**src/rtl/pipe_reg_ctl.sv**
```systemverilog
// Inter-stage pipeline register with stall, flush and per-slice valid bits, STAGES slices deep.
// Define PIPE_STATS_EN to add saturating stall/flush statistics counters.
module pipe_reg_ctl #(
  parameter int                DATA_W   = 32,
  parameter int                CTRL_W   = 16,
  parameter int                STAGES   = 1,
  parameter logic [CTRL_W-1:0] NOP_CTRL = '0,
  parameter int                CNT_W    = 16
) (
  input  logic              CLK,
  input  logic              nRST,
  input  logic              en,
  input  logic              flush,
  input  logic              valid_in,
  input  logic [DATA_W-1:0] data_in,
  input  logic [CTRL_W-1:0] ctrl_in,
  output logic              valid_out,
  output logic [DATA_W-1:0] data_out,
  output logic [CTRL_W-1:0] ctrl_out,
  output logic              busy
`ifdef PIPE_STATS_EN
  ,
  input  logic              stats_clr,
  output logic [CNT_W-1:0]  stall_cnt,
  output logic [CNT_W-1:0]  flush_cnt
`endif
);

  if (STAGES < 1 || STAGES > 4 || CNT_W < 1 || DATA_W < 1 || CTRL_W < 1) begin : g_bad_param
    $fatal(1, "pipe_reg_ctl: STAGES must be 1..4 and all widths positive");
  end

  logic [STAGES-1:0] valid_q, valid_d;
  logic [CTRL_W-1:0] ctrl_q [STAGES];
  logic [CTRL_W-1:0] ctrl_d [STAGES];
  logic [DATA_W-1:0] data_q [STAGES];
  logic [DATA_W-1:0] data_d [STAGES];

  // Flush beats stall beats advance; a flush squashes valid/ctrl but leaves data untouched.
  always_comb begin
    // NOTE: every always_comb output gets a default first so no path can infer a latch.
    valid_d = valid_q;
    ctrl_d  = ctrl_q;
    data_d  = data_q;
    if (flush) begin
      valid_d = '0;
      for (int i = 0; i < STAGES; i++) ctrl_d[i] = NOP_CTRL;
    end else if (en) begin
      valid_d[0] = valid_in;
      ctrl_d[0]  = ctrl_in;
      data_d[0]  = data_in;
      for (int k = 1; k < STAGES; k++) begin
        valid_d[k] = valid_q[k-1];
        ctrl_d[k]  = ctrl_q[k-1];
        data_d[k]  = data_q[k-1];
      end
    end
  end

  // NOTE: the slice array is a bank of flops, not a RAM, so every entry is reset to a known bubble.
  always_ff @(posedge CLK or negedge nRST) begin
    if (!nRST) begin
      valid_q <= '0;
      for (int i = 0; i < STAGES; i++) begin
        ctrl_q[i] <= NOP_CTRL;
        data_q[i] <= '0;
      end
    end else begin
      valid_q <= valid_d;
      ctrl_q  <= ctrl_d;
      data_q  <= data_d;
    end
  end

  assign valid_out = valid_q[STAGES-1];
  assign ctrl_out  = ctrl_q[STAGES-1];
  assign data_out  = data_q[STAGES-1];
  assign busy      = |valid_q;

`ifdef PIPE_STATS_EN
  localparam logic [CNT_W-1:0] CNT_MAX = {CNT_W{1'b1}};

  logic [CNT_W-1:0] stall_cnt_q, stall_cnt_d;
  logic [CNT_W-1:0] flush_cnt_q, flush_cnt_d;
  logic [2:0]       valid_count;
  logic [CNT_W+2:0] flush_sum;

  always_comb begin
    valid_count = '0;
    for (int i = 0; i < STAGES; i++) valid_count = valid_count + 3'(valid_q[i]);
    // Extra headroom bits so a multi-slice squash near the ceiling still clamps correctly.
    flush_sum   = {3'b000, flush_cnt_q} + {{CNT_W{1'b0}}, valid_count};
    stall_cnt_d = stall_cnt_q;
    flush_cnt_d = flush_cnt_q;
    if (stats_clr) begin
      stall_cnt_d = '0;
      flush_cnt_d = '0;
    end else begin
      if (!flush && !en && valid_q[STAGES-1] && stall_cnt_q != CNT_MAX)
        stall_cnt_d = stall_cnt_q + 1'b1;
      if (flush)
        flush_cnt_d = (flush_sum > {3'b000, CNT_MAX}) ? CNT_MAX : flush_sum[CNT_W-1:0];
    end
  end

  always_ff @(posedge CLK or negedge nRST) begin
    if (!nRST) begin
      stall_cnt_q <= '0;
      flush_cnt_q <= '0;
    end else begin
      stall_cnt_q <= stall_cnt_d;
      flush_cnt_q <= flush_cnt_d;
    end
  end

  assign stall_cnt = stall_cnt_q;
  assign flush_cnt = flush_cnt_q;
`endif

endmodule

```
**config.mk**
```make
export PLATFORM = sky130hd
export DESIGN_NAME = pipe_reg_ctl
export DESIGN_NICKNAME = d
export VERILOG_FILES = /design/src/rtl/pipe_reg_ctl.sv
export SDC_FILE = /design/constraint.sdc
export NUM_CORES = 1
export LEC_CHECK = 0
export CAP_MARGIN = 10
export CORE_MARGIN = 1
export CORE_UTILIZATION = 40
export DETAILED_ROUTE_END_ITERATION = 16
export MAX_ROUTING_LAYER = met4
export PLACE_DENSITY = 0.8
export RECOVER_POWER = 25
export SYNTH_ARGS = -nofsm -noshare
export SYNTH_HDL_FRONTEND = slang
export SYNTH_SLANG_ARGS = --single-unit
export TNS_END_PERCENT = 50
```
**constraint.sdc**
```tcl
create_clock -name CLK -period 0.8 [get_ports CLK]
set_input_delay 0.16 -clock CLK [delete_from_list [all_inputs] [get_ports CLK]]
set_output_delay 0.16 -clock CLK [all_outputs]
set_load 0.005 [all_outputs]
```
======== Word level (Yosys, flattened, before mapping) ========
Index checks and enable logic that the tools add are counted.
Widths: inputs -> output; s select.
cells by class
  equality and inequality tests ........... 0
  reduce and logical (&&, ||, !) cells .... 2
  $mul .................................... 0
  mux-type cells .......................... 4
  shift-type cells ........................ 0
  bitwise logic cells ..................... 1
  order comparisons ....................... 0
  divide/modulo/power cells ............... 0
  add/subtract/negate cells ............... 0
operator list
  kind               count
  $mux 16            2
  $mux 1             2
  $reduce_and 2->1   1
  $reduce_bool 2->1  1
  $not 1->1          1
storage, ports and cells
  bits in read-only memories .............. 0
  bits in registers ....................... 49
  logic and storage cells ................. 10
  latch bits .............................. 0
  output and inout port bits .............. 50
  bits in writable memories ............... 0
  input port bits ......................... 53
  memories kept ........................... 0

======== Logic depth before layout (Yosys ltp) ========
Gate-level depths: netlist (run 1).
  depth in word-level cells ............... 2
  mapped depth ............................ 5
  depth with buffers taken out ............ 2

======== Worst setup path before layout (run 1) ========
No wires, ideal clock.
  path type ............................... input port to flip-flop
  start point ............................. in en
  end point ............................... reg data_q, in the netlist data_out[10]
  cell stages on the path ................. 5
  path buffers ............................ 3
  setup slack ............................. -0.305 ns
  arrival time ............................ 0.980 ns
  library setup time ...................... 0.125 ns
  required time ........................... 0.675 ns
  path through ............................ buf_6 > nor2b_4 > buf_6 > buf_12 > mux2_4
between the ends
  word-level cells in the longest chain between the ends .. 1
ends and longest elaborated chain
  element                            RTL line  RTL
  start: declaration                 12        input logic en,
  $reduce_and 2->1 (no source line)  --
  end signal: assignment             71        data_q <= data_d;
  end: declaration                   36        logic [DATA_W-1:0] data_q [STAGES];
Every way passes these cells.
A chain may end at the register's enable or synchronous reset.

======== Final worst setup path (run 1) ========
  start point ............................. reg data_q, in the netlist data_out[11]
  end point ............................... out data_out[11]
RTL lines
  element           RTL line  RTL
  end: declaration  18        output logic [DATA_W-1:0] data_out,
No word-level cell between the ends.

==> results.py, run 1 <==
metrics = {
    "timing": {
        "hold_viol": 0,
        "post-route-worst-setup-slack_ns": -0.209,
        "fmax_mhz": 991,
        "setup_repair_after_global_routing_missed_its_margin": "yes",
        "finClkSkew_ns": 0,
        "final-max-slew-violation-count": 0,
        "timing.slew.headroom": 0.764,
        "fraction_of_the_cycle_the_final_worst_path_needs": 1.26,
        "fin_setup_tns_ns": -10.11,
        "final.min_clock_period_ns": 1.01,
        "worst-slew-pin-transition_ns": 0.354,
        "timing.final.setup_violations": 78,
    },
    "final_layout": {
        "layout.cells.most_common_list": "50 x sky130_fd_sc_hd__buf_2, 49 x sky130_fd_sc_hd__dfrtp_1, 49 x sky130_fd_sc_hd__clkdlybuf4s50_1",
        "antenna-diode-count": 0,
        "multiInputGateArea_um2": 721,
        "post_route_cells_drive_above_1_share": 0.475,
        "fin_nets": 308,
        "fin_util": 0.668,
        "area.growth.synth_to_final_pct": 56.7,
        "leading_cell_type_in_the_layout_fill_and_taps_excluded": "sky130_fd_sc_hd__buf_2",
        "final.fill_count": 401,
        "sequential_cell_area_mm2": 0.00123,
    },
    "outcome": {
        "violations_in_the_final_reports": "setup timing",
        "run_status": "complete, but fails checks",
    },
    "setup_path": {
        "worstSetupStartpointType": "flop",
        "timing.critical_path.max_delay_family": "flip-flops",
        "crit_path_end_kind": "output port",
        "worst-path-buf-inv": 1,
        "cp_peak_stage_delay_ns": 0.42,
        "worst_setup_path_startpoint": "data_out[11]",
        "worstPathCellList": "buf_2",
        "rr_startpoint": "ctrl_out[9]",
        "critical_path_type": "flop to output port",
        "worstPathArrival_ns": 0.85,
        "crit_fanout": 2,
        "worstPathRequired_ns": 0.64,
        "crit_slowest_cell": "sky130_fd_sc_hd__dfrtp_1",
    },
    "synthesis": {
        "syn_avg_cell_area_um2": 16.4,
        "synth.cell_area_mm2": 0.00205,
        "yosys_register_bits": 49,
        "yosys.area.top_type": "sky130_fd_sc_hd__dfrtp_1",
        "synth_top_area_frac": 0.597,
        "synthesis.nets": 178,
        "ys_types": 11,
        "synth_sequential_area_ratio": 0.597,
        "synth_cells": 125,
        "synth_top_cells_by_area": "sky130_fd_sc_hd__dfrtp_1 60%, sky130_fd_sc_hd__mux2_4 22%, sky130_fd_sc_hd__mux2i_1 8.3%",
        "synth_warnings": 0,
    },
    "power": {
        "total_switching_power_mw": 1.41,
        "power.total_mw": 6.05,
        "power-per-cell-area_mw_per_mm2": 1880,
        "power.share.sequential": 0.484,
        "power_report.internal_total_mw": 4.64,
        "combinational_share_of_power": 0.235,
        "vdd.ir_drop.worst_v": 0.00103,
        "power.static_leakage_nw": 1.63,
        "power.switching_fraction": 0.233,
        "clock_power_share": 0.282,
    },
    "min_path": {
        "worstHoldStart": "flush",
        "hold_path.class": "input pin to flop",
    },
    "drt": {
        "detailroute.via_count": 1467,
        "vias_per_cell": 4.56,
        "drt_iter0_drc": 65,
        "detail_route.wirelength_um": 4810,
        "dr.pass1.iters": 4,
        "drc_errors": 0,
        "drtAntennaViolNets": 0,
        "routedWlPerCell_um": 14.9,
    },
    "die": {
        "die_h_um": 73.6,
        "die_x_um": 73.6,
        "num_io_pins": 103,
        "design.core.area_mm2": 0.00482,
        "initial_utilization": 0.426,
        "rows": 25,
        "fp.dieArea_mm2": 0.00542,
    },
    "clock_tree": {
        "cts-htree-levels": 2,
        "clock_latency_ns": 0.29,
        "ctsLongestPathBuffers": 2,
        "cts_buffers": 5,
        "clock_tree_from_tritoncts": "yes",
        "path_clk_slew_ns": 0.09,
        "cts.sink_count": 49,
        "clock-root-buffer": "sky130_fd_sc_hd__clkbuf_8",
    },
    "placed_design": {
        "place.port_buffers": 102,
        "preCtsSetupSlack_ns": -0.763,
        "hpwlAfterDp_um": 3230,
        "place.gp.congestion": 0.703,
    },
    "grt": {
        "initial_antenna_violation_count": 0,
        "first_pass_grt_wire_length_um": 7290,
        "grt.overflow.total": 0,
        "first_global_vias": 1494,
        "grt_use_total": 0.191,
        "pin_count_of_the_biggest_net_entering_global_routing": 50,
    },
    "run": {
        "max_capacitance_violation_count": 0,
    },
}
-- power groups by stage --
| stage | registers [mW] | logic (mW) | clock network, mW |
|---|---|---|---|
| floorplan | 2.98 | 0.563 | 0 |
| global placement | 2.98 | 1.50 | 0 |
| detailed placement | 2.97 | 1.54 | 0 |
| CTS | 2.93 | 1.38 | 1.75 |
| global route | 2.95 | 1.53 | 1.84 |
| finish | 2.93 | 1.42 | 1.70 |
-- logic make-up after synthesis --
kind of cell / share of synthesized area
multiplexers: 0.313
flip-flops: 0.597
AND/OR/NAND/NOR: 0.0378
buffers and inverters: 0.0518
-- repair_timing --
item / in CTS / in global routing
setup buffers: 13 / 8
gates cloned: 2 / 0
setup endpoints to repair: 99 / 82
hold endpoints to repair: 49 / 0
hold buffers: 1 / 0
pin swaps: 0 / 1
resized for setup: 216 / 0
-- cells in the mapped netlist --
library cell,number
sky130_fd_sc_hd__clkbuf_1,1
sky130_fd_sc_hd__mux2i_1,17
sky130_fd_sc_hd__buf_12,3
sky130_fd_sc_hd__mux2_4,30
sky130_fd_sc_hd__dfrtp_1,49
sky130_fd_sc_hd__mux2_2,2
sky130_fd_sc_hd__buf_4,2
sky130_fd_sc_hd__buf_2,1
sky130_fd_sc_hd__nor2b_4,1
sky130_fd_sc_hd__buf_6,2
sky130_fd_sc_hd__nor2_1,17
-- per-stage QoR --
step	cells	instance area [um^2]	hold slack, ns
global route	322	3220	0.247
floorplan	125	2070	-0.136
detailed placement	291	3130	0.163
CTS	314	3160	0.252
global placement	291	3130	0.165
finish	322	3220	0.242
-- flip-flops by register name, summed over array words and instances, names as in the netlist --
signal,flops
busy,1
ctrl_out,16
data_out,32
-- tightest hold or removal path: cells and delay by family --
kind / cells / cell delay, ns
buf+inv: 2 / 0.28
simple gates: 1 / 0.06
-- final timing paths --
path / end / slack (ns) / cells past startpoint
setup / recovery: data_out[11] / -0.21 / 1
hold / removal: ctrl_out[6] / 0.24 / 3
setup reg to reg: ctrl_out[9] / -0.13 / 4
hold reg to reg: data_out[0] / 0.51 / 1
max in group asynchronous: data_out[6] / 0.11 / 3
min in group asynchronous: data_out[4] / 0.42 / 3
-- layout make-up --
type,instances,share of cell area
Sequential cell,49,0.381
Clock buffer,5,0.0214
Timing Repair Buffer,132,0.336
Clock inverter,2,0.0109
Multi-Input combinational cell,67,0.224
Tap cell,67,0.0261
-- per-layer routing --
| layer | up-vias | global-route usage | routed length, um |
|---|---|---|---|
| met5 | - | - | 0 |
| met4 | 0 | 0.0726 | 104 |
| met3 | 10 | 0.0631 | 373 |
| met2 | 70 | 0.298 | 2390 |
| met1 | 710 | 0.230 | 1940 |
| li1 | 677 | - | - |
No activity file was read; power rests on OpenSTA's default activity.
==> inputs of run 2 (changes only) <==
--- a/config.mk
+++ b/config.mk
@@ -12,6 +12,7 @@
 export MAX_ROUTING_LAYER = met4
 export PLACE_DENSITY = 0.8
 export RECOVER_POWER = 25
+export SLEW_MARGIN = 10
 export SYNTH_ARGS = -nofsm -noshare
 export SYNTH_HDL_FRONTEND = slang
 export SYNTH_SLANG_ARGS = --single-unit
==> constraint.sdc (replaced) <==
create_clock -name CLK -period 1.1 [get_ports CLK]
set_input_delay 0.22 -clock CLK [delete_from_list [all_inputs] [get_ports CLK]]
set_output_delay 0.22 -clock CLK [all_outputs]
set_load 0.005 [all_outputs]
==> results.py, run 2 (synthesis gave the netlist of run 1 again) <==
metrics = {
    "drt": {
        "drt_iter0_drc": 37,
        "vias_per_cell": 4.48,
        "routedWlPerCell_um": 14.4,
        "detail_route.wirelength_um": 4460,
        "met3_length_um": 269,
        "detailroute.via_count": 1389,
        "drtAntennaViolNets": 0,
        "wl_met2_um": 2140,
        "dr.pass1.iters": 4,
        "wl_met1_um": 1950,
        "drc_errors": 0,
        "top_signal_layer_used": "met4",
    },
    "setup_path": {
        "worstPathRequired_ns": 0.88,
        "worst_setup_path_startpoint": "busy",
        "crit_path_end_kind": "output port",
        "critical_path_type": "flop to output port",
        "worstPathArrival_ns": 0.90,
        "crit_fanout": 2,
        "rr_startpoint": "data_out[24]",
        "worstSetupStartpointType": "flop",
        "r2r.worst_path.cells": 2,
    },
    "timing": {
        "fmax_mhz": 895,
        "setup_repair_after_global_routing_missed_its_margin": "yes",
        "timing.slew.headroom": 0.599,
        "finClkSkew_ns": 0,
        "hold_viol": 0,
        "final.min_clock_period_ns": 1.12,
        "timing.final.setup_violations": 1,
        "post-route-worst-setup-slack_ns": -0.0172,
        "worst-slew-pin-transition_ns": 0.602,
        "fin_setup_tns_ns": -0.0172,
        "final-max-slew-violation-count": 0,
        "fraction_of_the_cycle_the_final_worst_path_needs": 1.02,
    },
    "final_layout": {
        "antenna-diode-count": 0,
        "post_route_cells_drive_above_1_share": 0.444,
        "fin_util": 0.648,
        "fin_nets": 295,
        "fin_cells": 310,
        "area.growth.synth_to_final_pct": 52.0,
        "layout.cells.most_common_list": "49 x sky130_fd_sc_hd__dfrtp_1, 49 x sky130_fd_sc_hd__clkdlybuf4s50_1, 45 x sky130_fd_sc_hd__buf_2",
        "largest_reg_flops": 32,
    },
    "clock_tree": {
        "clock_tree_from_tritoncts": "yes",
        "cts_buffers": 5,
        "cts.sink_count": 49,
        "cts-htree-levels": 2,
        "ctsLongestPathBuffers": 2,
        "clock-root-buffer": "sky130_fd_sc_hd__clkbuf_8",
        "clock_latency_ns": 0.29,
        "path_clk_slew_ns": 0.09,
    },
    "die": {
        "num_io_pins": 103,
        "rows": 25,
        "die_x_um": 73.6,
        "die_h_um": 73.6,
        "fp.dieArea_mm2": 0.00542,
        "design.core.area_mm2": 0.00482,
        "initial_utilization": 0.426,
    },
    "min_path": {
        "hold_path.class": "input pin to flop",
        "cells_on_worst_hold_path": 3,
        "worstHoldStart": "flush",
    },
    "placed_design": {
        "hpwlAfterDp_um": 3190,
        "place.gp.congestion": 0.694,
        "place.port_buffers": 102,
        "numPlacedInstances": 290,
        "preCtsSetupSlack_ns": -0.493,
    },
    "power": {
        "power-per-cell-area_mw_per_mm2": 1370,
        "vdd.ir_drop.worst_v": 0.000787,
        "power.static_leakage_nw": 1.56,
    },
    "grt": {
        "grt.overflow.total": 0,
        "pin_count_of_the_biggest_net_entering_global_routing": 50,
        "first_global_vias": 1395,
        "first_pass_grt_wire_length_um": 6750,
        "initial_antenna_violation_count": 0,
        "grt_use_total": 0.176,
    },
    "run": {
        "max_capacitance_violation_count": 0,
    },
    "outcome": {
        "run_status": "complete, but fails checks",
        "violations_in_the_final_reports": "setup timing",
    },
}
==> run 2: path summary, 6_finish.rpt <==
check,end,slack (ns)
max in group asynchronous,ctrl_out[6],0.15
min in group asynchronous,data_out[27],0.53
worst min register to register,data_out[5],0.52
worst min-delay path,ctrl_out[1],0.51
worst max-delay path,valid_out,-0.02
worst max register to register,data_out[24],0.20
==> run 2: layout make-up <==
type,instances,area [um^2]
Fill cell,413,1700
Timing Repair Buffer,119,985
Sequential cell,49,1230
Tap cell,67,83.8
Multi-Input combinational cell,67,721
Clock buffer,7,96.3
Clock inverter,1,8.76
==> run 2: critical path, cell delays in order, from the launching register on <==
cell,delay [ns]
sky130_fd_sc_hd__dfrtp_1,0.39
sky130_fd_sc_hd__buf_6,0.12
sky130_fd_sc_hd__buf_6,0.10
==> run 2: per-layer routing <==
metal | GRT usage | vias up
met3 | 0.0480 | 10
met1 | 0.218 | 659
met2 | 0.275 | 67
met5 | - | -
met4 | 0.0662 | 0
li1 | - | 653
==> run 2: what timing repair did <==
action                                  in CTS  in global routing
hold endpoints to repair                    49                  0
endpoints found under the setup margin      90                  7
pin swaps                                    0                  0
gates resized for setup                    196                  6
buffers inserted                             9                  0
hold buffers                                 1                  0
cloned                                       2                  0
==> run 2: through the flow <==
step,hold slack (ns),total power [mW],instance area (um^2)
CTS,0.421,4.33,3160
global route,0.512,4.47,3120
floorplan,-0.0756,2.58,2070
finish,0.510,4.27,3120
detailed placement,0.224,3.28,3120
global placement,0.224,3.26,3120
==> run 2: where the power goes <==
group	leakage, nW	internal, mW	switching, mW
registers	0.601	2.01	0.121
clock network	0.0549	0.581	0.587
logic	0.904	0.660	0.311
total	1.56	3.25	1.02
==> inputs of run 3 (changes only) <==
==> constraint.sdc (replaced) <==
create_clock -name CLK -period 1.17 [get_ports CLK]
set_input_delay 0.234 -clock CLK [delete_from_list [all_inputs] [get_ports CLK]]
set_output_delay 0.234 -clock CLK [all_outputs]
set_load 0.005 [all_outputs]
==> results.py, run 3 (synthesis gave the netlist of run 1 again) <==
metrics = {
    "drt": {
        "vias_per_cell": 4.46,
        "routedWlPerCell_um": 15.1,
        "drc_errors": 0,
        "dr.pass1.iters": 2,
        "drt_iter0_drc": 29,
        "drtAntennaViolNets": 0,
        "detail_route.wirelength_um": 4700,
        "detailroute.via_count": 1390,
    },
    "clock_tree": {
        "cts-htree-levels": 2,
        "cts_buffers": 5,
        "clock_latency_ns": 0.30,
        "cts.sink_count": 49,
        "clock-root-buffer": "sky130_fd_sc_hd__clkbuf_8",
        "clock_tree_from_tritoncts": "yes",
        "path_clk_slew_ns": 0.09,
        "ctsLongestPathBuffers": 2,
    },
    "final_layout": {
        "final.fill_count": 399,
        "sequential_cell_area_mm2": 0.00123,
        "finalInstanceArea_mm2": 0.00315,
        "fin_nets": 297,
        "multiInputGateArea_um2": 721,
        "area.growth.synth_to_final_pct": 53.3,
        "largest_reg_flops": 32,
        "layout.cells.most_common_list": "49 x sky130_fd_sc_hd__dfrtp_1, 49 x sky130_fd_sc_hd__clkdlybuf4s50_1, 41 x sky130_fd_sc_hd__clkbuf_2",
        "fin_util": 0.653,
        "post_route_cells_drive_above_1_share": 0.416,
        "antenna-diode-count": 0,
    },
    "timing": {
        "worst-slew-pin-transition_ns": 0.648,
        "fraction_of_the_cycle_the_final_worst_path_needs": 0.984,
        "timing.final.setup_violations": 0,
        "setup_repair_after_global_routing_missed_its_margin": "no",
        "finClkSkew_ns": 0,
        "final-max-slew-violation-count": 0,
        "timing.slew.headroom": 0.568,
        "hold_viol": 0,
        "final.min_clock_period_ns": 1.15,
        "post-route-worst-setup-slack_ns": 0.0181,
        "fmax_mhz": 868,
    },
    "die": {
        "initial_utilization": 0.426,
        "fp.dieArea_mm2": 0.00542,
        "design.core.area_mm2": 0.00482,
        "num_io_pins": 103,
        "rows": 25,
        "die_h_um": 73.6,
        "die_x_um": 73.6,
    },
    "setup_path": {
        "worstSetupStartpointType": "input pin",
        "worstPathRequired_ns": 1.36,
        "critical_path_type": "input pin to flop",
        "worst_setup_path_startpoint": "flush",
        "worstPathArrival_ns": 1.34,
        "rr_startpoint": "data_out[15]",
        "crit_fanout": 5,
        "crit_path_end_kind": "flop",
    },
    "min_path": {
        "worstHoldStart": "data_out[21]",
        "hold_path.class": "flop to flop",
    },
    "placed_design": {
        "place.port_buffers": 102,
        "preCtsSetupSlack_ns": -0.434,
        "placed_area_mm2": 0.00312,
        "hpwlAfterDp_um": 3270,
        "place.gp.congestion": 0.706,
    },
    "outcome": {
        "run_status": "finished clean",
    },
    "grt": {
        "initial_antenna_violation_count": 0,
        "first_global_vias": 1489,
        "pin_count_of_the_biggest_net_entering_global_routing": 50,
        "first_pass_grt_wire_length_um": 7580,
        "grt_use_total": 0.200,
        "grt.overflow.total": 0,
    },
    "power": {
        "power.total_mw": 4.00,
        "power.static_leakage_nw": 1.57,
        "power-per-cell-area_mw_per_mm2": 1270,
        "vdd.ir_drop.worst_v": 0.000676,
    },
    "run": {
        "max_capacitance_violation_count": 0,
    },
}
## run 3: cell count changes in the layout (fill, tap and decap cells not counted), sizes merged
cell           delta
buf              -45
inv               -1
clkinv            +1
bufbuf            +2
clkdlybuf4s15     +8
clkbuf           +37
## run 3: worst paths after layout
kind,endpoint,slack (ns),cells after the start
min in group asynchronous,data_out[20],0.60,3
worst min-delay path,data_out[21],0.52,1
worst max register to register,data_out[15],0.25,2
max in group asynchronous,ctrl_out[8],0.14,3
worst max-delay path,data_out[20],0.02,5
worst min register to register,data_out[21],0.52,1
## run 3: area by class of cell
| type | count | area share |
|---|---|---|
| Timing Repair Buffer | 121 | 0.322 |
| Sequential cell | 49 | 0.390 |
| Multi-Input combinational cell | 67 | 0.229 |
| Tap cell | 67 | 0.0266 |
| Clock buffer | 7 | 0.0306 |
| Clock inverter | 1 | 0.00159 |
## run 3: per-stage QoR
step / std cells / hold slack [ns] / TNS [ns]
floorplan: 125 / -0.0616 / 0
finish: 312 / 0.516 / 0
detailed placement: 291 / 0.239 / -17.48
global route: 312 / 0.528 / 0
global placement: 291 / 0.238 / -16.24
CTS: 310 / 0.448 / 0
## run 3: worst max-delay path, stage by stage
cell	delay, ns
sky130_fd_sc_hd__dlygate4sd2_1	0.27
sky130_fd_sc_hd__nor2b_4	0.15
sky130_fd_sc_hd__buf_6	0.13
sky130_fd_sc_hd__bufbuf_16	0.26
sky130_fd_sc_hd__mux2_4	0.29
## run 3: repair_timing
item	in CTS	in global routing
setup endpoints to repair	82	41
endpoints found under the hold margin	49	0
cloned	2	0
gates resized for setup	105	41
hold buffers	1	0
setup buffers	8	2
## run 3: routing by layer
layer,GRT usage,routed length [um],up-vias
met3,0.0631,311,8
met4,0.0641,58,0
li1,-,-,655
met1,0.251,2010,668
met2,0.310,2320,59
met5,-,0,-
## run 3: power breakdown
part / total (mW) / internal [mW] / switching, mW
clock network: 1.07 / 0.535 / 0.536
logic: 0.921 / 0.630 / 0.290
registers: 2.01 / 1.89 / 0.122
total: 4.00 / 3.05 / 0.948
